`src/rtl/sw_seq_feeder_pkg.sv`:
```
// Shared constants and state encodings for the SmithWaterman sequence feeder.
package sw_seq_feeder_pkg;

  localparam int unsigned SW_CHUNK   = 64;
  localparam int unsigned SW_VALID_W = 7;

  typedef enum logic [2:0] {
    M_IDLE,
    M_T_PULSE,
    M_T_WAIT,
    M_T_STREAM,
    M_C_PULSE,
    M_C_WAIT,
    M_C_RUN
  } main_state_e;

  typedef enum logic [1:0] {
    S_IDLE,
    S_RD,
    S_OUT
  } s_state_e;

  // S chunks may only be served while the core is in a calculation pass.
  function automatic logic in_cal_phase(input main_state_e st);
    return (st == M_C_WAIT) || (st == M_C_RUN);
  endfunction

endpackage

```
`src/rtl/sw_seq_feeder_if.sv`:
```
// Memory-side and core-side bus of the sequence feeder; master = feeder, slave = memories/core.
interface sw_seq_feeder_if
  import sw_seq_feeder_pkg::*;
#(
  parameter int unsigned T_ADDR_W = 10,
  parameter int unsigned T_W      = 18,
  parameter int unsigned S_ADDR_W = 8,
  parameter int unsigned S_W      = 128,
  parameter int unsigned VALID_W  = SW_VALID_W
);

  logic [T_ADDR_W-1:0] o_t_addr;
  logic [T_W-1:0]      i_t_rdata;
  logic [S_ADDR_W-1:0] o_s_addr;
  logic                o_s_rd;
  logic [S_W-1:0]      i_s_rdata;
  logic                o_set_t;
  logic                o_start_cal;
  logic [15:0]         o_param;
  logic [T_W-1:0]      o_t;
  logic [S_W-1:0]      o_s;
  logic [VALID_W-1:0]  o_s_valid;
  logic                i_busy;
  logic                i_request_s;

  modport master (
    output o_t_addr, o_s_addr, o_s_rd, o_set_t, o_start_cal, o_param, o_t, o_s, o_s_valid,
    input  i_t_rdata, i_s_rdata, i_busy, i_request_s
  );

  modport slave (
    input  o_t_addr, o_s_addr, o_s_rd, o_set_t, o_start_cal, o_param, o_t, o_s, o_s_valid,
    output i_t_rdata, i_s_rdata, i_busy, i_request_s
  );

endinterface

```
`src/rtl/sw_s_chunker.sv`:
```
// S sub-FSM: fetches one S word per core request and presents it with its symbol count.
// Optional SW_FEEDER_STATS_EN adds delivered-word and request-stall counters.
module sw_s_chunker
  import sw_seq_feeder_pkg::*;
#(
  parameter int unsigned S_ADDR_W = 8,
  parameter int unsigned S_W      = 128,
  parameter int unsigned CHUNK    = SW_CHUNK,
  parameter int unsigned VALID_W  = SW_VALID_W
) (
  input  logic                clk,
  input  logic                rst,
  input  logic                active,
  input  logic                request_s,
  input  logic [15:0]         s_total,
  input  logic [S_W-1:0]      s_rdata,
  output logic [S_ADDR_W-1:0] s_addr,
  output logic                s_rd,
  output logic [S_W-1:0]      s,
  output logic [VALID_W-1:0]  s_valid
`ifdef SW_FEEDER_STATS_EN
  ,
  input  logic                clear,
  output logic [15:0]         s_words,
  output logic [15:0]         req_stall
`endif
);

  localparam logic [15:0] CHUNK16 = 16'(CHUNK);

  s_state_e       st;
  s_state_e       st_nx;
  logic [15:0]    rem;
  logic [S_W-1:0] word;
  logic           last;

  assign last = (rem <= CHUNK16);

  always_comb begin
    st_nx = st;
    s_rd  = 1'b0;
    case (st)
      S_IDLE: begin
        if (request_s) begin
          s_rd  = 1'b1;
          st_nx = S_RD;
        end
      end
      S_RD:    st_nx = S_OUT;
      S_OUT:   st_nx = S_IDLE;
      default: st_nx = S_IDLE;
    endcase
    if (!active) begin
      st_nx = S_IDLE;
      s_rd  = 1'b0;
    end
  end

  // Leaving the active window (busy low or no pass running) rewinds S to its start.
  always_ff @(posedge clk or posedge rst) begin
    if (rst) begin
      st     <= S_IDLE;
      s_addr <= '0;
      rem    <= '0;
      word   <= '0;
    end else if (!active) begin
      st     <= S_IDLE;
      s_addr <= '0;
      rem    <= s_total;
    end else begin
      st <= st_nx;
      if (st == S_RD) begin
        word <= s_rdata;
      end
      if (st == S_OUT) begin
        if (last) begin
          s_addr <= '0;
          rem    <= s_total;
        end else begin
          s_addr <= s_addr + 1'b1;
          rem    <= rem - CHUNK16;
        end
      end
    end
  end

  always_comb begin
    s       = '0;
    s_valid = '0;
    if (active && (st == S_OUT)) begin
      s       = word;
      s_valid = last ? rem[VALID_W-1:0] : '1;
    end
  end

`ifdef SW_FEEDER_STATS_EN
  logic fetching;
  assign fetching = active && ((st != S_IDLE) || request_s);

  always_ff @(posedge clk or posedge rst) begin
    if (rst) begin
      s_words   <= '0;
      req_stall <= '0;
    end else if (clear) begin
      s_words   <= '0;
      req_stall <= '0;
    end else begin
      if ((s_valid != '0) && (s_words != '1)) begin
        s_words <= s_words + 16'd1;
      end
      if (request_s && !fetching && (req_stall != '1)) begin
        req_stall <= req_stall + 16'd1;
      end
    end
  end
`endif

endmodule

```
`src/rtl/sw_seq_feeder.sv`:
```
// Sequence source for the SmithWaterman core: T load streaming, calculation start, S chunk service.
// Optional SW_FEEDER_STATS_EN exposes o_s_words / o_req_stall counters.
module sw_seq_feeder
  import sw_seq_feeder_pkg::*;
#(
  parameter int unsigned T_ADDR_W = 10,
  parameter int unsigned T_W      = 18,
  parameter int unsigned S_ADDR_W = 8,
  parameter int unsigned S_W      = 128,
  parameter int unsigned CHUNK    = SW_CHUNK,
  parameter int unsigned VALID_W  = SW_VALID_W
) (
  input  logic             clk,
  input  logic             rst,
  input  logic             i_load_t,
  input  logic             i_start,
  input  logic [15:0]      i_param,
  input  logic [15:0]      i_s_total,
  sw_seq_feeder_if.master  bus,
  output logic             o_cfg_err
`ifdef SW_FEEDER_STATS_EN
  ,
  output logic [15:0]      o_s_words,
  output logic [15:0]      o_req_stall
`endif
);

  main_state_e         state;
  main_state_e         state_nx;
  logic                start_accept;
  logic [T_ADDR_W-1:0] t_addr;
  logic [T_W-1:0]      t_word;
  logic [15:0]         param_q;
  logic [15:0]         s_total_q;
  logic                cfg_err;

  // i_load_t has priority; a start in the same cycle is dropped.
  assign start_accept = (state == M_IDLE) && i_start && !i_load_t;

  always_comb begin
    state_nx = state;
    case (state)
      M_IDLE: begin
        if (i_load_t) begin
          state_nx = M_T_PULSE;
        end else if (i_start && (i_s_total != '0)) begin
          state_nx = M_C_PULSE;
        end
      end
      M_T_PULSE:  state_nx = M_T_WAIT;
      M_T_WAIT:   state_nx = M_T_STREAM;
      M_T_STREAM: if (!bus.i_busy) state_nx = M_IDLE;
      M_C_PULSE:  state_nx = M_C_WAIT;
      M_C_WAIT:   if (bus.i_busy) state_nx = M_C_RUN;
      M_C_RUN:    if (!bus.i_busy) state_nx = M_IDLE;
      default:    state_nx = M_IDLE;
    endcase
  end

  always_ff @(posedge clk or posedge rst) begin
    if (rst) begin
      state <= M_IDLE;
    end else begin
      state <= state_nx;
    end
  end

  // Address runs one ahead of the streamed word to cover the 1-cycle read latency.
  always_ff @(posedge clk or posedge rst) begin
    if (rst) begin
      t_addr    <= '0;
      param_q   <= '0;
      s_total_q <= '0;
      cfg_err   <= 1'b0;
    end else begin
      t_addr <= (state_nx == M_T_STREAM) ? t_addr + 1'b1 : '0;
      if (start_accept) begin
        param_q   <= i_param;
        s_total_q <= i_s_total;
        if (i_s_total == '0) begin
          cfg_err <= 1'b1;
        end
      end
    end
  end

  // The exit cycle (busy already low) is not a stream cycle, so o_t is held at zero there.
  assign t_word = ((state == M_T_STREAM) && bus.i_busy) ? bus.i_t_rdata : '0;

  assign bus.o_t_addr    = t_addr;
  assign bus.o_t         = t_word;
  assign bus.o_set_t     = (state == M_T_PULSE);
  assign bus.o_start_cal = (state == M_C_PULSE);
  assign bus.o_param     = param_q;
  assign o_cfg_err       = cfg_err;

  sw_s_chunker #(
    .S_ADDR_W (S_ADDR_W),
    .S_W      (S_W),
    .CHUNK    (CHUNK),
    .VALID_W  (VALID_W)
  ) u_chunker (
    .clk       (clk),
    .rst       (rst),
    .active    (in_cal_phase(state) && bus.i_busy),
    .request_s (bus.i_request_s),
    .s_total   (s_total_q),
    .s_rdata   (bus.i_s_rdata),
    .s_addr    (bus.o_s_addr),
    .s_rd      (bus.o_s_rd),
    .s         (bus.o_s),
    .s_valid   (bus.o_s_valid)
`ifdef SW_FEEDER_STATS_EN
    ,
    .clear     (start_accept),
    .s_words   (o_s_words),
    .req_stall (o_req_stall)
`endif
  );

endmodule

```
`src/flat_wrapper.sv`:
```
// flat-port wrapper written by rule: the top's interface ports become plain ports
module sw_seq_feeder_flat import sw_seq_feeder_pkg::*;
#(
  parameter int unsigned T_ADDR_W = 10,
  parameter int unsigned T_W      = 18,
  parameter int unsigned S_ADDR_W = 8,
  parameter int unsigned S_W      = 128,
  parameter int unsigned CHUNK    = SW_CHUNK,
  parameter int unsigned VALID_W  = SW_VALID_W
)
  (clk, rst, i_load_t, i_start, i_param, i_s_total, o_cfg_err, bus_o_t_addr, bus_o_s_addr, bus_o_s_rd, bus_o_set_t, bus_o_start_cal, bus_o_param, bus_o_t, bus_o_s, bus_o_s_valid, bus_i_t_rdata, bus_i_s_rdata, bus_i_busy, bus_i_request_s);
  sw_seq_feeder_if #(.T_ADDR_W(T_ADDR_W), .T_W(T_W), .S_ADDR_W(S_ADDR_W), .S_W(S_W), .VALID_W(VALID_W)) bus_i ();
  input  logic clk;
  input  logic rst;
  input  logic i_load_t;
  input  logic i_start;
  input  logic [15:0] i_param;
  input  logic [15:0] i_s_total;
  output logic o_cfg_err;
  output wire logic [$bits(bus_i.o_t_addr)-1:0] bus_o_t_addr;
  output wire logic [$bits(bus_i.o_s_addr)-1:0] bus_o_s_addr;
  output wire logic [$bits(bus_i.o_s_rd)-1:0] bus_o_s_rd;
  output wire logic [$bits(bus_i.o_set_t)-1:0] bus_o_set_t;
  output wire logic [$bits(bus_i.o_start_cal)-1:0] bus_o_start_cal;
  output wire logic [$bits(bus_i.o_param)-1:0] bus_o_param;
  output wire logic [$bits(bus_i.o_t)-1:0] bus_o_t;
  output wire logic [$bits(bus_i.o_s)-1:0] bus_o_s;
  output wire logic [$bits(bus_i.o_s_valid)-1:0] bus_o_s_valid;
  input wire logic [$bits(bus_i.i_t_rdata)-1:0] bus_i_t_rdata;
  input wire logic [$bits(bus_i.i_s_rdata)-1:0] bus_i_s_rdata;
  input wire logic [$bits(bus_i.i_busy)-1:0] bus_i_busy;
  input wire logic [$bits(bus_i.i_request_s)-1:0] bus_i_request_s;
  assign bus_o_t_addr = bus_i.o_t_addr;
  assign bus_o_s_addr = bus_i.o_s_addr;
  assign bus_o_s_rd = bus_i.o_s_rd;
  assign bus_o_set_t = bus_i.o_set_t;
  assign bus_o_start_cal = bus_i.o_start_cal;
  assign bus_o_param = bus_i.o_param;
  assign bus_o_t = bus_i.o_t;
  assign bus_o_s = bus_i.o_s;
  assign bus_o_s_valid = bus_i.o_s_valid;
  assign bus_i.i_t_rdata = bus_i_t_rdata;
  assign bus_i.i_s_rdata = bus_i_s_rdata;
  assign bus_i.i_busy = bus_i_busy;
  assign bus_i.i_request_s = bus_i_request_s;
  sw_seq_feeder #(.T_ADDR_W(T_ADDR_W), .T_W(T_W), .S_ADDR_W(S_ADDR_W), .S_W(S_W), .CHUNK(CHUNK), .VALID_W(VALID_W)) u_core (.clk(clk), .rst(rst), .i_load_t(i_load_t), .i_start(i_start), .i_param(i_param), .i_s_total(i_s_total), .bus(bus_i), .o_cfg_err(o_cfg_err));
endmodule
```
`config.mk`:
```
export PLATFORM = sky130hd
export DESIGN_NAME = sw_seq_feeder_flat
export DESIGN_NICKNAME = d
export VERILOG_FILES = /design/src/rtl/sw_seq_feeder_pkg.sv /design/src/rtl/sw_seq_feeder_if.sv /design/src/rtl/sw_s_chunker.sv /design/src/rtl/sw_seq_feeder.sv /design/src/flat_wrapper.sv
export SDC_FILE = /design/constraint.sdc
export NUM_CORES = 1
export LEC_CHECK = 0
export BUFFER_PORTS_ARGS = -buffer_cell sky130_fd_sc_hd__buf_2
export CELL_PAD_IN_SITES_DETAIL_PLACEMENT = 0
export CELL_PAD_IN_SITES_GLOBAL_PLACEMENT = 2
export CORE_MARGIN = 2
export CORE_UTILIZATION = 30
export DETAILED_ROUTE_END_ITERATION = 16
export PLACE_DENSITY = 0.86
export SYNTH_ARGS = -nofsm -noshare
export SYNTH_HDL_FRONTEND = slang
export SYNTH_HIERARCHICAL = 1
export SYNTH_SLANG_ARGS = --single-unit
```
`constraint.sdc`:
```
create_clock -name clk -period 9.4 [get_ports clk]
set_input_delay 0 -clock clk [delete_from_list [all_inputs] [get_ports clk]]
set_output_delay 0 -clock clk [all_outputs]
set_load 0.01 [all_outputs]
```
=== Yosys cells after proc, flatten, opt, wreduce, memory -nomap -nowiden ===
Index checks and enable logic that the tools add are counted.
Widths: inputs -> output; s select.

* $mul: 0
* Reductions and logical operators: 15
* Multiplexer cells: 22
* Add/sub/neg operators: 3
* Bitwise logic cells: 0
* Shifts and indexed selects: 0
* $lt $le $gt $ge: 1
* Divide/modulo/power cells: 0
* Eq/ne operators: 11

{| class="wikitable"
|+ Operators by type and width
! kind !! count
|-
| $mux 128 || 1
|-
| $mux 16 || 3
|-
| $mux 8 || 3
|-
| $mux 18 || 1
|-
| $pmux 3 s6 || 1
|-
| $le 16x7->1 const B || 1
|-
| $logic_not 16->1 || 1
|-
| $reduce_bool 16->1 || 1
|-
| $sub 16x7->16 const B || 1
|-
| $mux 7 || 2
|-
| $mux 3 || 4
|-
| $add 10x1->10 const B || 1
|-
| $mux 10 || 1
|-
| $eq 3x2->1 const B || 3
|-
| $eq 3x3->1 const B || 3
|-
| $add 8x1->8 const B || 1
|-
| $logic_and 1x1->1 || 6
|-
| $mux 2 || 2
|-
| $pmux 2 s2 || 1
|-
| $reduce_and 2->1 || 2
|-
| $eq 3x1->1 const B || 1
|-
| $logic_not 3->1 || 1
|-
| $mux 1 || 3
|-
| $ne 3x3->1 const B || 1
|-
| other kinds (7) || 7
|}

* Flip-flop bits (word level): 200
* Memory bits (writable): 0
* Bits in read-only memories: 0
* Bits in latches: 0
* Word-level logic and storage cells: 61
* Memories: 0

=== Longest topological paths before layout ===
Gate-level depths: netlist (run 1).

* Depth in word-level cells: 7
* Mapped depth: 9
* Gate-level depth less buffers: 6

=== Modules after synthesis ===
The synthesis (run 1) kept the hierarchy.

{| class="wikitable"
|+ By module, submodules not included
! module !! seq. area each (µm²) !! cells an instance !! times used !! area an instance (µm²)
|-
| sw_s_chunker || 3853.7 || 854 || 1 || 7260.7
|-
| sw_seq_feeder || 1151.1 || 167 || 1 || 2072.0
|}

=== Least setup slack after synthesis (run 1) ===
Ideal clock, no wire load.

* Kind: reg-to-reg
* From: register u_core.u_chunker.rem[6]
* To: register u_core.u_chunker.rem[14]
* Path buffers: 0
* Period minus slack after synthesis: 2108 ps
* Arrival time: 2028 ps
* Library setup time: 80 ps
* Setup slack: 7292 ps
* Stages on the path, launching flop included: 7
* Required time: 9320 ps
* Cells stage by stage: dfrtp_1 > inv_1 > ha_1 > or4b_4 > or4_1 > or3_1 > o211ai_2

* Cells in the longest elaborated chain, start to end: 4
* Elaborated cells between the ends (all ways): 5
* Classes of those cells: add/sub: 1; order compare: 1; mux: 3

{| class="wikitable"
|+ Ends and longest elaborated chain
! what !! RTL line !! text
|-
| from (decl) || sw_s_chunker.sv:33 || <nowiki>logic [15:0] rem;</nowiki>
|-
| from (signal assigned) || sw_s_chunker.sv:69 || <nowiki>rem <= s_total;</nowiki>
|-
| from (signal assigned) || sw_s_chunker.sv:78 || <nowiki>rem <= s_total;</nowiki>
|-
| from (signal assigned) || sw_s_chunker.sv:81 || <nowiki>rem <= rem - CHUNK16;</nowiki>
|-
| $sub 16x7->16 or $le 16x7->1 (tied branches) || sw_s_chunker.sv:81, sw_s_chunker.sv:37 ||
|-
| $mux 16 (*) || sw_s_chunker.sv:76 || <nowiki>if (last) begin</nowiki>
|-
| $mux 16 (*) || sw_s_chunker.sv:75 || <nowiki>if (st == S_OUT) begin</nowiki>
|-
| $mux 16 (*) || sw_s_chunker.sv:66 || <nowiki>end else if (!active) begin</nowiki>
|}

Every way passes the cells marked *; elsewhere a longest branch is shown, timed or not. The select of a mux whose other input is x is not followed.
A chain may end at the register's enable or synchronous reset.

=== Final worst setup path (run 1) ===
* From: register u_core.state[1]
* To: output port bus_o_s[95]

* Cells in the longest elaborated chain, start to end: 5
* Elaborated cells between the ends (all ways): 6
* Classes of those cells: eq/ne: 2; mux: 1; reduce/logical: 3

{| class="wikitable"
|+ Ends and longest elaborated chain
! what !! RTL line !! text
|-
| from (decl) || sw_seq_feeder.sv:28 || <nowiki>main_state_e state;</nowiki>
|-
| from (signal assigned) || sw_seq_feeder.sv:64 || <nowiki>state <= state_nx;</nowiki>
|-
| $eq 3x3->1 || sw_seq_feeder_pkg.sv:25 || <nowiki>return (st == M_C_WAIT) || (st == M_C_RUN);</nowiki>
|-
| $logic_or 1x1->1 (*) || sw_seq_feeder_pkg.sv:25 ||
|-
| $logic_and 1x1->1 (*) || sw_seq_feeder.sv:105 || <nowiki>.active (in_cal_phase(state) && bus.i_busy),</nowiki>
|-
| $logic_and 1x1->1 (*) || sw_s_chunker.sv:90 || <nowiki>if (active && (st == S_OUT)) begin</nowiki>
|-
| $mux 128 (*) || sw_s_chunker.sv:90 ||
|-
| to (decl) || flat_wrapper.sv:27 || <nowiki>output wire logic [$bits(bus_i.o_s)-1:0] bus_o_s;</nowiki>
|}

Every way passes the cells marked *; elsewhere a longest branch is shown, timed or not.

==> results.toml, run 1 <==
[floorplanning]
dieArea_um2 = 32540
placementRows = 64
coreArea_um2 = 30590
io-pin-count = 375
start_util_pct = 30.51
fp.dieH_um = 180.4
die_w_um = 180.4

[synthesis]
yosysWarnings = 6
postSynthCellCount = 1021
synth_seq_cells = 200
ys_types = 64
synth_area_um2 = 9333
async_reset_ff_share_pct = 100.0
synth_edf_count = 0
syn_avg_cell_area_um2 = 9.141
synth_nets = 1209
ys_seq_area_share_pct = 53.63
ys.flop_type = "dfrtp_1"

[drt]
wl_per_cell_um = 15.47
firstDrtPassIters = 4
vias_per_cell = 4.475
postRouteAntennaNets = 0
remaining_drc_errors = 0
drt_iter0_drc = 445
drt_wl_total_um = 29900
route.vias.total = 8651

[clocking]
cts_max_level = 4
clkSlewWorstSetupHoldPaths_ps = 80
postCtsHoldBufs = 163
clk-insertion-delay-late_ps = 440
numClockSinks = 200
cts_tree = "built"
post_cts_resized = 0
post_cts_buffers = 0
cts_root_buf = "clkbuf_16"
numCtsBuffers = 17
clk_path_buf_depth = 2

[power]
power_leakage_nw = 7.482
ir_drop_mv = 0.1059
powerDensity_nw_per_um2 = 171.1

[hold_path]
hp-class = "in -> reg"

[worst_setup_path]
path_cells = "xor2_1, and3_1, and3b_4, buf_4, and2_1, buf_2"
path_class = "reg -> out"
cp_max_fo = 113
end_kind = "primary output"
critPathRequiredTime_ps = 9400
critPathMaxStageDelay_ps = 770
cp-start-kind = "register"
cp_slowest_cell = "buf_4"
worstPathArrival_ps = 3660

[final_layout]
design_area_um2 = 13670
antenna_cells = 0
nets = 1712
layout_commonest_cell = "nand2_1"
fin_util_pct = 44.69
syn_to_final_growth_pct = 46.47
drive_above_1_share_pct = 30.38
final_cell_mix = "407 x nand2_1, 374 x buf_2, 200 x dfrtp_1"

[placed_design]
portBuffers = 374
place_area_um2 = 11470
dp_hpwl_um = 20170
pre_cts_ws_ps = 6117
routabilityCongestion = 0.8300

[sta]
slew_violations = 0
max_freq_ghz = 0.2734
timing.final.ws_setup_ps = 5742
worst_pin_slew_ps = 1144
whs_ps = 40.59
setup_viol = 0
maxSlewHeadroom_pct = 23.72
finalHoldViolations = 0
fin_tns_setup_ps = 0
min_period_ps = 3658
fin_crit_sh_pct = 38.92
rsz0062_at_grt = "no"
fin_worst_skew_ps = 19.06

[global_route]
grt_pass1_vias = 9024
antenna_found_initial = 0
grt_max_degree = 114
grt.total_usage_pct = 18.21
grt_remaining_overflow = 0
grt_first_pass_wirelength_um = 48210

[job]
cap_violations = 0

[run_status]
status = "completed"
## metrics by stage
stage / total power, mW / cells
floorplan: 1.399 / 1021
global placement: 1.561 / 1738
detailed placement: 1.574 / 1738
CTS: 2.367 / 1933
global route: 2.468 / 1933
finish: 2.338 / 1933
## registers in the layout, summed over array words and instances (netlist names)
register,count
u_core/bus.o_t_addr,10
u_core/s_total_q,16
u_core/bus.o_param,16
u_core/u_chunker/word,128
u_core/u_chunker/s_addr,8
u_core/u_chunker/st,2
u_core/o_cfg_err,1
u_core/u_chunker/rem,16
u_core/state,3
## worst paths after layout
check | startpoint | to | slack, ps | depth (start not counted)
min | i_load_t | u_core/state[0]$_DFF_PP0_ | 40 | 4
min in group asynchronous | rst | u_core/bus.o_param[4]$_DFFE_PP0P_ | 190 | 3
min reg2reg | u_core/u_chunker/word[93]$_DFFE_PP0P_ | u_core/u_chunker/word[93]$_DFFE_PP0P_ | 470 | 2
max in group asynchronous | rst | u_core/u_chunker/word[10]$_DFFE_PP0P_ | 7640 | 4
max | u_core/state[1]$_DFF_PP0_ | bus_o_s[95] | 5740 | 6
max reg2reg | u_core/state[1]$_DFF_PP0_ | u_core/u_chunker/word[32]$_DFFE_PP0P_ | 6150 | 7
## where the power goes
| part | leakage [nW] | switching (mW) | total [mW] | internal [mW] |
|---|---|---|---|---|
| clock | 0.277 | 0.373 | 0.726 | 0.353 |
| sequential | 2.70 | 0.109 | 1.10 | 0.990 |
| combinational | 4.50 | 0.247 | 0.513 | 0.266 |
## area by class of cell
type,instances,area (um^2)
Fill cell,3048,16920
Sequential cell,200,5005
Multi-Input combinational cell,749,3993
Timing Repair Buffer,544,3556
Tap cell,396,495.5
Clock buffer,18,429.2
Clock inverter,14,138.9
Inverter,12,52.55
## routing by layer
layer | GRT usage [%] | vias to the layer above | routed length [um]
met5 | 0 | - | 0
met4 | 6.000 | 0 | 732
met3 | 4.466 | 36 | 1492
met2 | 29.98 | 213 | 14280
met1 | 23.51 | 4121 | 13400
li1 | - | 4281 | -
## critical path: cells and delay by family, from the launching register on
family / cells / cell delay (ps)
XOR/XNOR: 1 / 160
AND/OR/NAND/NOR: 3 / 1500
buffers and inverters: 2 / 910
flip-flops: 1 / 500
## cells in the mapped netlist (all sizes together), types with 2 or more instances
master	instances	area share [%]
a2111oi	2	0.19
a211o	2	0.20
a211oi	4	0.32
a21o	2	0.17
a21oi	11	0.59
a31oi	2	0.13
and2	149	10
and3	6	0.42
and3b	2	0.19
buf	12	0.79
clkbuf	48	2.4
dfrtp	200	54
ha	4	0.54
inv	12	0.48
mux2	38	4.6
nand2	407	16
nand2b	4	0.27
nand3	10	0.54
nand4	5	0.50
nor2	16	0.67
nor3	4	0.34
nor4	7	0.47
nor4b	3	0.28
o2111ai	4	0.38
o211ai	8	0.70
o21a	8	0.64
o21ai	8	0.43
o221ai	6	0.56
o31ai	2	0.16
or3	6	0.43
or4	5	0.42
xnor2	3	0.28
xor2	3	0.28
## cell families (layout without fill, tap and decap cells)
family | after synthesis | after routing | share of synthesized area, %
and+or+nand+nor | 630 | 630 | 31.41
AOI/OAI and AO/OA | 70 | 70 | 5.537
adders and majority gates | 4 | 4 | 0.5363
muxes | 39 | 39 | 4.692
xor gates and xnor gates | 6 | 6 | 0.5632
DFF | 200 | 200 | 53.63
buffers and inverters | 72 | 588 | 3.633
(Power assumes the default switching activity.)
==> run 2, diff against run 1 <==
--- a/config.mk
+++ b/config.mk
@@ -5,13 +5,14 @@
 export SDC_FILE = /design/constraint.sdc
 export NUM_CORES = 1
 export LEC_CHECK = 0
+export ABC_AREA = 1
 export BUFFER_PORTS_ARGS = -buffer_cell sky130_fd_sc_hd__buf_2
 export CELL_PAD_IN_SITES_DETAIL_PLACEMENT = 0
 export CELL_PAD_IN_SITES_GLOBAL_PLACEMENT = 2
 export CORE_MARGIN = 2
-export CORE_UTILIZATION = 30
+export CORE_UTILIZATION = 26
 export DETAILED_ROUTE_END_ITERATION = 16
-export PLACE_DENSITY = 0.86
+export PLACE_DENSITY = 0.8
 export SYNTH_ARGS = -nofsm -noshare
 export SYNTH_HDL_FRONTEND = slang
 export SYNTH_HIERARCHICAL = 1
==> constraint.sdc (replaced) <==
create_clock -name clk -period 3.4 [get_ports clk]
set_input_delay 0 -clock clk [delete_from_list [all_inputs] [get_ports clk]]
set_output_delay 0 -clock clk [all_outputs]
set_load 0.01 [all_outputs]
==> run 2 against run 1 <==
Effect of this change: combinational power increased to 4.6 times the previous value; sequential share of layout area decreased by 0.60 points; die area increased by 15%; register-to-register slack got worse by 5200 ps; via count increased by 6.5%; final area increased by 1.7%; count of clock-buffer cells in the layout decreased by 1; area after synthesis decreased by 0.15%; critical endpoint is now bus_o_s[2].
==> results.toml, run 2 <==
[run_status]
status = "completed"

[synthesis]
ys.flop_type = "dfrtp_1"
postSynthCellCount = 1213
ys_types = 28
synth_area_um2 = 9319
synth_nets = 1401
yosys.area.top_type = "dfrtp_1"
synthAdderAreaFrac_pct = 0.5371
synth_top_family_by_area = "simple AND/OR/NAND/NOR gates"
synth_seq_cells = 200
synth_compound_area_share_pct = 8.311
synth_mux_area_share_pct = 0
ys_seq_area_share_pct = 53.71
synth_edf_count = 0
async_reset_ff_share_pct = 100.0
synth_common_cells = "350 x nand2_1, 200 x dfrtp_1, 195 x nor2_1"
synth_most_common_cell = "nand2_1"
netlist.area_leader.share_pct = 53.71
synth_area_leaders = "dfrtp_1 54%, nand2_1 14%, nor2_1 7.9%"
syn_avg_cell_area_um2 = 7.683
yosysWarnings = 6
yosys.area_share.simple_pct = 25.54
synthXorXnorAreaFrac_pct = 0.4699

[floorplanning]
fp.dieH_um = 193.3
die_w_um = 193.3
placementRows = 69
start_util_pct = 26.33
dieArea_um2 = 37370
coreArea_um2 = 35400
io-pin-count = 375

[clocking]
post_cts_buffers = 0
numCtsBuffers = 17
post_cts_resized = 0
clk_path_buf_depth = 2
cts_tree = "built"
clk-insertion-delay-late_ps = 450
cts_root_buf = "clkbuf_16"
cts_max_level = 4
numClockSinks = 200
clkSlewWorstSetupHoldPaths_ps = 80

[final_layout]
design_area_um2 = 13900
ff_latch_area_um2 = 5005
drive_above_1_share_pct = 24.87
nets = 1920
final_cell_mix = "374 x buf_2, 350 x nand2_1, 200 x dfrtp_1"
multi_input_area_um2 = 3253
layout_commonest_cell = "buf_2"
syn_to_final_growth_pct = 49.13
fillers = 3765
largest_register_ffs = 128
regMostFlops = "u_core/u_chunker/word"

[worst_setup_path]
reg2regPathDepth = 6
critPathRequiredTime_ps = 3400
path_class = "reg -> out"
cp-start-kind = "register"
worstPathArrival_ps = 2690
cp_max_fo = 76
path_cells = "nor2_4, nor3_2, buf_4, inv_2, nor2_4, inv_4, buf_12, nor2_1, buf_2"
end_kind = "primary output"
cp_slowest_cell = "dfrtp_1"
regToRegStartpoint = "u_core/state[1]$_DFF_PP0_"
critPathMaxStageDelay_ps = 520
r2r_end = "u_core/bus.o_param[14]$_DFFE_PP0P_"
cp_common_cell = "nor2_4"
r2r_slack_ps = 930

[job]
cap_violations = 0

[sta]
fin_crit_sh_pct = 79.09
worst_pin_slew_ps = 1147
slew_violations = 0
setup_viol = 0
min_period_ps = 2689
timing.final.ws_setup_ps = 710.8
finalHoldViolations = 0
maxSlewHeadroom_pct = 23.31
fin_worst_skew_ps = 11.98
fin_tns_setup_ps = 0
max_freq_ghz = 0.3719
rsz0062_at_grt = "no"

[global_route]
grt.total_usage_pct = 16.31
grt_max_degree = 155
grt_pass1_vias = 9349
antenna_found_initial = 1
grt_remaining_overflow = 0
grt_first_pass_wirelength_um = 49070

[power]
powerDensity_nw_per_um2 = 592.2
p_int_mw = 5.403
seq_power_share_pct = 45.0
clkPwrFrac_pct = 26.5
power_leakage_nw = 7.880
switchingPower_mw = 2.827
combPwrFrac_pct = 28.5
sw_frac_of_total_pct = 34.35
ir_drop_mv = 0.3315

[drt]
route.vias.total = 9216
remaining_drc_errors = 0
firstDrtPassIters = 6
postRouteAntennaNets = 0
wl_per_cell_um = 13.65
vias_per_cell = 4.176
drt_iter0_drc = 512
drt_wl_total_um = 30130

[hold_path]
hp-class = "in -> async"

[placed_design]
portBuffers = 374
place_area_um2 = 11550
dp_hpwl_um = 20720
pre_cts_ws_ps = 1166
routabilityCongestion = 0.7956
run 2: cell count changes in the layout (fill, tap and decap cells not counted), moves of 8 or more:
cell | previous run | this run
and2_1 | 148 | 0
dlygate4sd3_1 | 163 | 173
inv_1 | 9 | 190
mux2_2 | 38 | 0
nand2_1 | 407 | 350
nand3_1 | 10 | 33
nor2_1 | 15 | 195
o21a_1 | 8 | 0
o21ai_0 | 8 | 131
run 2: final cells by class:
| cell class | count | share of cell area (%) |
|---|---|---|
| clock inverter | 15 | 1.350 |
| tap | 461 | 4.151 |
| inverter | 197 | 5.366 |
| antenna | 1 | 0.01801 |
| timing repair buffer | 555 | 26.63 |
| clock buffer | 17 | 3.061 |
| sequential | 200 | 36.01 |
| multi-input combinational | 761 | 23.41 |
run 2: worst max-delay path by stage:
stage / start / to / slack (ps) / cells after the start
floorplan: rst / u_core/u_chunker/rem[0]$_DFFE_PP0P_ / 1460 / 1
global placement: u_core/state[1]$_DFF_PP0_ / bus_o_s[2] / 1170 / 10
detailed placement: u_core/state[1]$_DFF_PP0_ / u_core/u_chunker/word[57]$_DFFE_PP0P_ / 1170 / 7
CTS: u_core/state[1]$_DFF_PP0_ / bus_o_s[2] / 690 / 9
global route: u_core/state[1]$_DFF_PP0_ / bus_o_s[2] / 520 / 10
finish: u_core/state[1]$_DFF_PP0_ / bus_o_s[2] / 710 / 9
run 2: power by group through the flow:
stage | Clock [mW] | Sequential, mW | Combinational (mW)
floorplan | 0 | 3.70 | 1.52
global placement | 0 | 3.73 | 2.13
detailed placement | 0 | 3.74 | 2.18
CTS | 2.26 | 3.70 | 2.38
global route | 2.36 | 3.82 | 2.75
finish | 2.18 | 3.70 | 2.35
run 2: repair_timing:
action / in CTS / in global routing
endpoints found under the setup margin: 0 / 0
hold endpoints to repair: 365 / 0
hold buffers: 173 / 0
run 2: logic make-up after synthesis:
family,after synthesis
AO/OA/AOI/OAI,151
XOR/XNOR,5
adder cells (fa/ha/maj),4
buffers and inverters,252
flip-flops,200
AND/OR/NAND/NOR,601
run 2: worst max-delay path, delay by kind of cell, from the launching register on:
family,cells,cell delay [ps]
buffers and inverters,5,940
AND/OR/NAND/NOR,4,700
flip-flops,1,520
run 2: layer usage:
metal	vias up	part of all wire (%)	global-route usage, %	wire (um)
met5	-	0	0	0
met4	0	1.3	4.354	393
met3	26	7.6	4.585	2292
met2	322	46	26.81	14000
met1	4188	45	21.06	13440
li1	4680	-	-	-
run 2: stage by stage:
stage          hold slack [ps]  util, %  power [mW]  std cells
2_1_floorplan            87.13        -       5.218       1213
3_3_place_gp             193.1    32.63       5.854       2001
3_5_place_dp             197.4    32.63       5.922       2001
4_1_cts                  239.8    39.25       8.345       2206
5_1_grt                  276.2    39.25       8.936       2206
6_report                 266.8    39.26       8.230       2207
==> run 3, diff against run 2 <==
--- a/config.mk
+++ b/config.mk
@@ -10,9 +10,9 @@
 export CELL_PAD_IN_SITES_DETAIL_PLACEMENT = 0
 export CELL_PAD_IN_SITES_GLOBAL_PLACEMENT = 2
 export CORE_MARGIN = 2
-export CORE_UTILIZATION = 26
+export CORE_UTILIZATION = 24
 export DETAILED_ROUTE_END_ITERATION = 16
-export PLACE_DENSITY = 0.8
+export PLACE_DENSITY = 0.77
 export SYNTH_ARGS = -nofsm -noshare
 export SYNTH_HDL_FRONTEND = slang
 export SYNTH_HIERARCHICAL = 1
==> constraint.sdc (replaced) <==
create_clock -name clk -period 2.3 [get_ports clk]
set_input_delay 0 -clock clk [delete_from_list [all_inputs] [get_ports clk]]
set_output_delay 0 -clock clk [all_outputs]
set_load 0.01 [all_outputs]
==> run 3 against run 2 <==
Effect of this change: power increased by 51%; sequential share of layout area decreased by 1.3 points; clock skew decreased by 1.1 ps; critical endpoint is now bus_o_s[13]; largest cell class unchanged; largest power group unchanged; highest routed layer unchanged.
==> results.toml, run 3 (same netlist as run 2, synthesis figures left out) <==
[clocking]
clk-insertion-delay-late_ps = 450
numClockSinks = 200
clkSlewWorstSetupHoldPaths_ps = 80
cts_root_buf = "clkbuf_16"
numCtsBuffers = 17
cts_max_level = 4
clk_path_buf_depth = 2
cts_tree = "built"

[global_route]
grt.total_usage_pct = 15.48
antenna_found_initial = 0
grt_remaining_overflow = 0
grt_first_pass_wirelength_um = 50140
grt_pass1_vias = 9457
grt_max_degree = 116

[hold_path]
hp-class = "in -> async"

[drt]
postRouteAntennaNets = 0
route.vias.total = 9375
wl_per_cell_um = 13.88
drt_iter0_drc = 439
drt_wl_total_um = 31680
firstDrtPassIters = 5
vias_per_cell = 4.106
remaining_drc_errors = 0

[final_layout]
fillers = 4113
drive_above_1_share_pct = 28.95
largest_register_ffs = 128
regMostFlops = "u_core/u_chunker/word"
syn_to_final_growth_pct = 54.89
final_cell_mix = "370 x buf_2, 346 x nand2_1, 199 x dfrtp_1"
layout_commonest_cell = "buf_2"
nets = 1940
antenna_cells = 0

[worst_setup_path]
path_class = "reg -> out"
cp-startpoint = "u_core/state[1]$_DFF_PP0_"
worstPathArrival_ps = 2240
cp-start-kind = "register"
regToRegStartpoint = "u_core/state[1]$_DFF_PP0_"
cp_max_fo = 23
end_kind = "primary output"
critPathRequiredTime_ps = 2300

[placed_design]
portBuffers = 374
routabilityCongestion = 0.8334
dp_hpwl_um = 22270

[sta]
maxSlewHeadroom_pct = 54.18
fin_crit_sh_pct = 97.49
worst_pin_slew_ps = 684.9
fin_tns_setup_ps = 0
min_period_ps = 2242
rsz0062_at_grt = "yes"
setup_viol = 0
slew_violations = 0
finalHoldViolations = 0
max_freq_ghz = 0.4460
fin_worst_skew_ps = 10.91
whs_ps = 83.10

[floorplanning]
dieArea_um2 = 40420
coreArea_um2 = 38470
io-pin-count = 375
placementRows = 72
fp.dieH_um = 201.1
die_w_um = 201.1
start_util_pct = 24.23

[run_status]
status = "completed"

[power]
power_leakage_nw = 8.065
powerDensity_nw_per_um2 = 859.5
ir_drop_mv = 0.5299

[job]
cap_violations = 0
-- run 3: changes by cell type in the layout (fill, tap and decap cells not counted), moves of 7 or more --
cell / previous run / this run
nor2_1: 195 / 151
nor2_2: 2 / 45
dlygate4sd3_1: 173 / 166
buf_4: 5 / 22
-- run 3: per-layer routing --
layer / wire length, um / vias up / global-route usage [%]
met5: 0 / - / 0
met4: 627 / 0 / 4.894
met1: 14410 / 4260 / 20.16
met3: 2305 / 31 / 4.497
li1: - / 4719 / -
met2: 14330 / 365 / 24.75
-- run 3: repair_timing --
item	4_1_cts	5_1_grt
cloned	0	2
setup buffers	1	10
endpoints found under the hold margin	237	0
pin swaps	1	2
gates resized for setup	3	67
hold buffers	166	0
endpoints found under the setup margin	115	107
-- run 3: area by class of cell --
cell class | instances | area, um^2 | share of cell area [%]
Inverter | 197 | 755.7 | 5.236
Timing Repair Buffer | 574 | 3963 | 27.45
Tap cell | 518 | 648.1 | 4.490
Multi-Input combinational cell | 761 | 3403 | 23.58
Timing Repair inverter | 1 | 8.758 | 0.06068
Clock buffer | 18 | 439.2 | 3.043
Sequential cell | 200 | 5006 | 34.68
Clock inverter | 14 | 210.2 | 1.456
-- run 3: path summary, 6_finish.rpt --
check                                                   endpoint  slack, ps  cells past startpoint
max                                                  bus_o_s[13]         60                     10
min                             u_core/bus.o_t_addr[6]$_DFF_PP0_         80                      3
max reg2reg                u_core/u_chunker/word[49]$_DFFE_PP0P_        220                     10
min reg2reg                  u_core/u_chunker/rem[2]$_DFFE_PP0P_        480                      2
max in group asynchronous  u_core/u_chunker/word[13]$_DFFE_PP0P_       1260                      4
min in group clk              u_core/bus.o_param[11]$_DFFE_PP0P_        270                      4
-- run 3: worst max-delay path: stages, from the launching register on --
cell and delay [ps]:
dfrtp_2 470, nand2_2 80, inv_2 50, nor3_4 230
inv_2 80, nor2_4 180, clkinv_8 100, buf_12 160
clkbuf_16 190, nor2_1 100, buf_2 140
-- run 3: power by group --
group / internal, mW / switching, mW
Sequential: 4.90 / 0.562
Clock: 1.89 / 1.45
Combinational: 1.38 / 2.22
-- run 3: stage by stage --
step	instance area (um^2)	instances	utilization, %	worst slack [ps]	power, mW
floorplan	9323	1213	-	355.1	7.713
global placement	11760	2072	30.58	299.9	8.754
finish	14430	2283	37.52	57.83	12.41
global route	14430	2283	37.52	-93.06	13.46
detailed placement	11760	2072	30.58	242.5	8.803
CTS	14090	2271	36.63	30.83	12.49
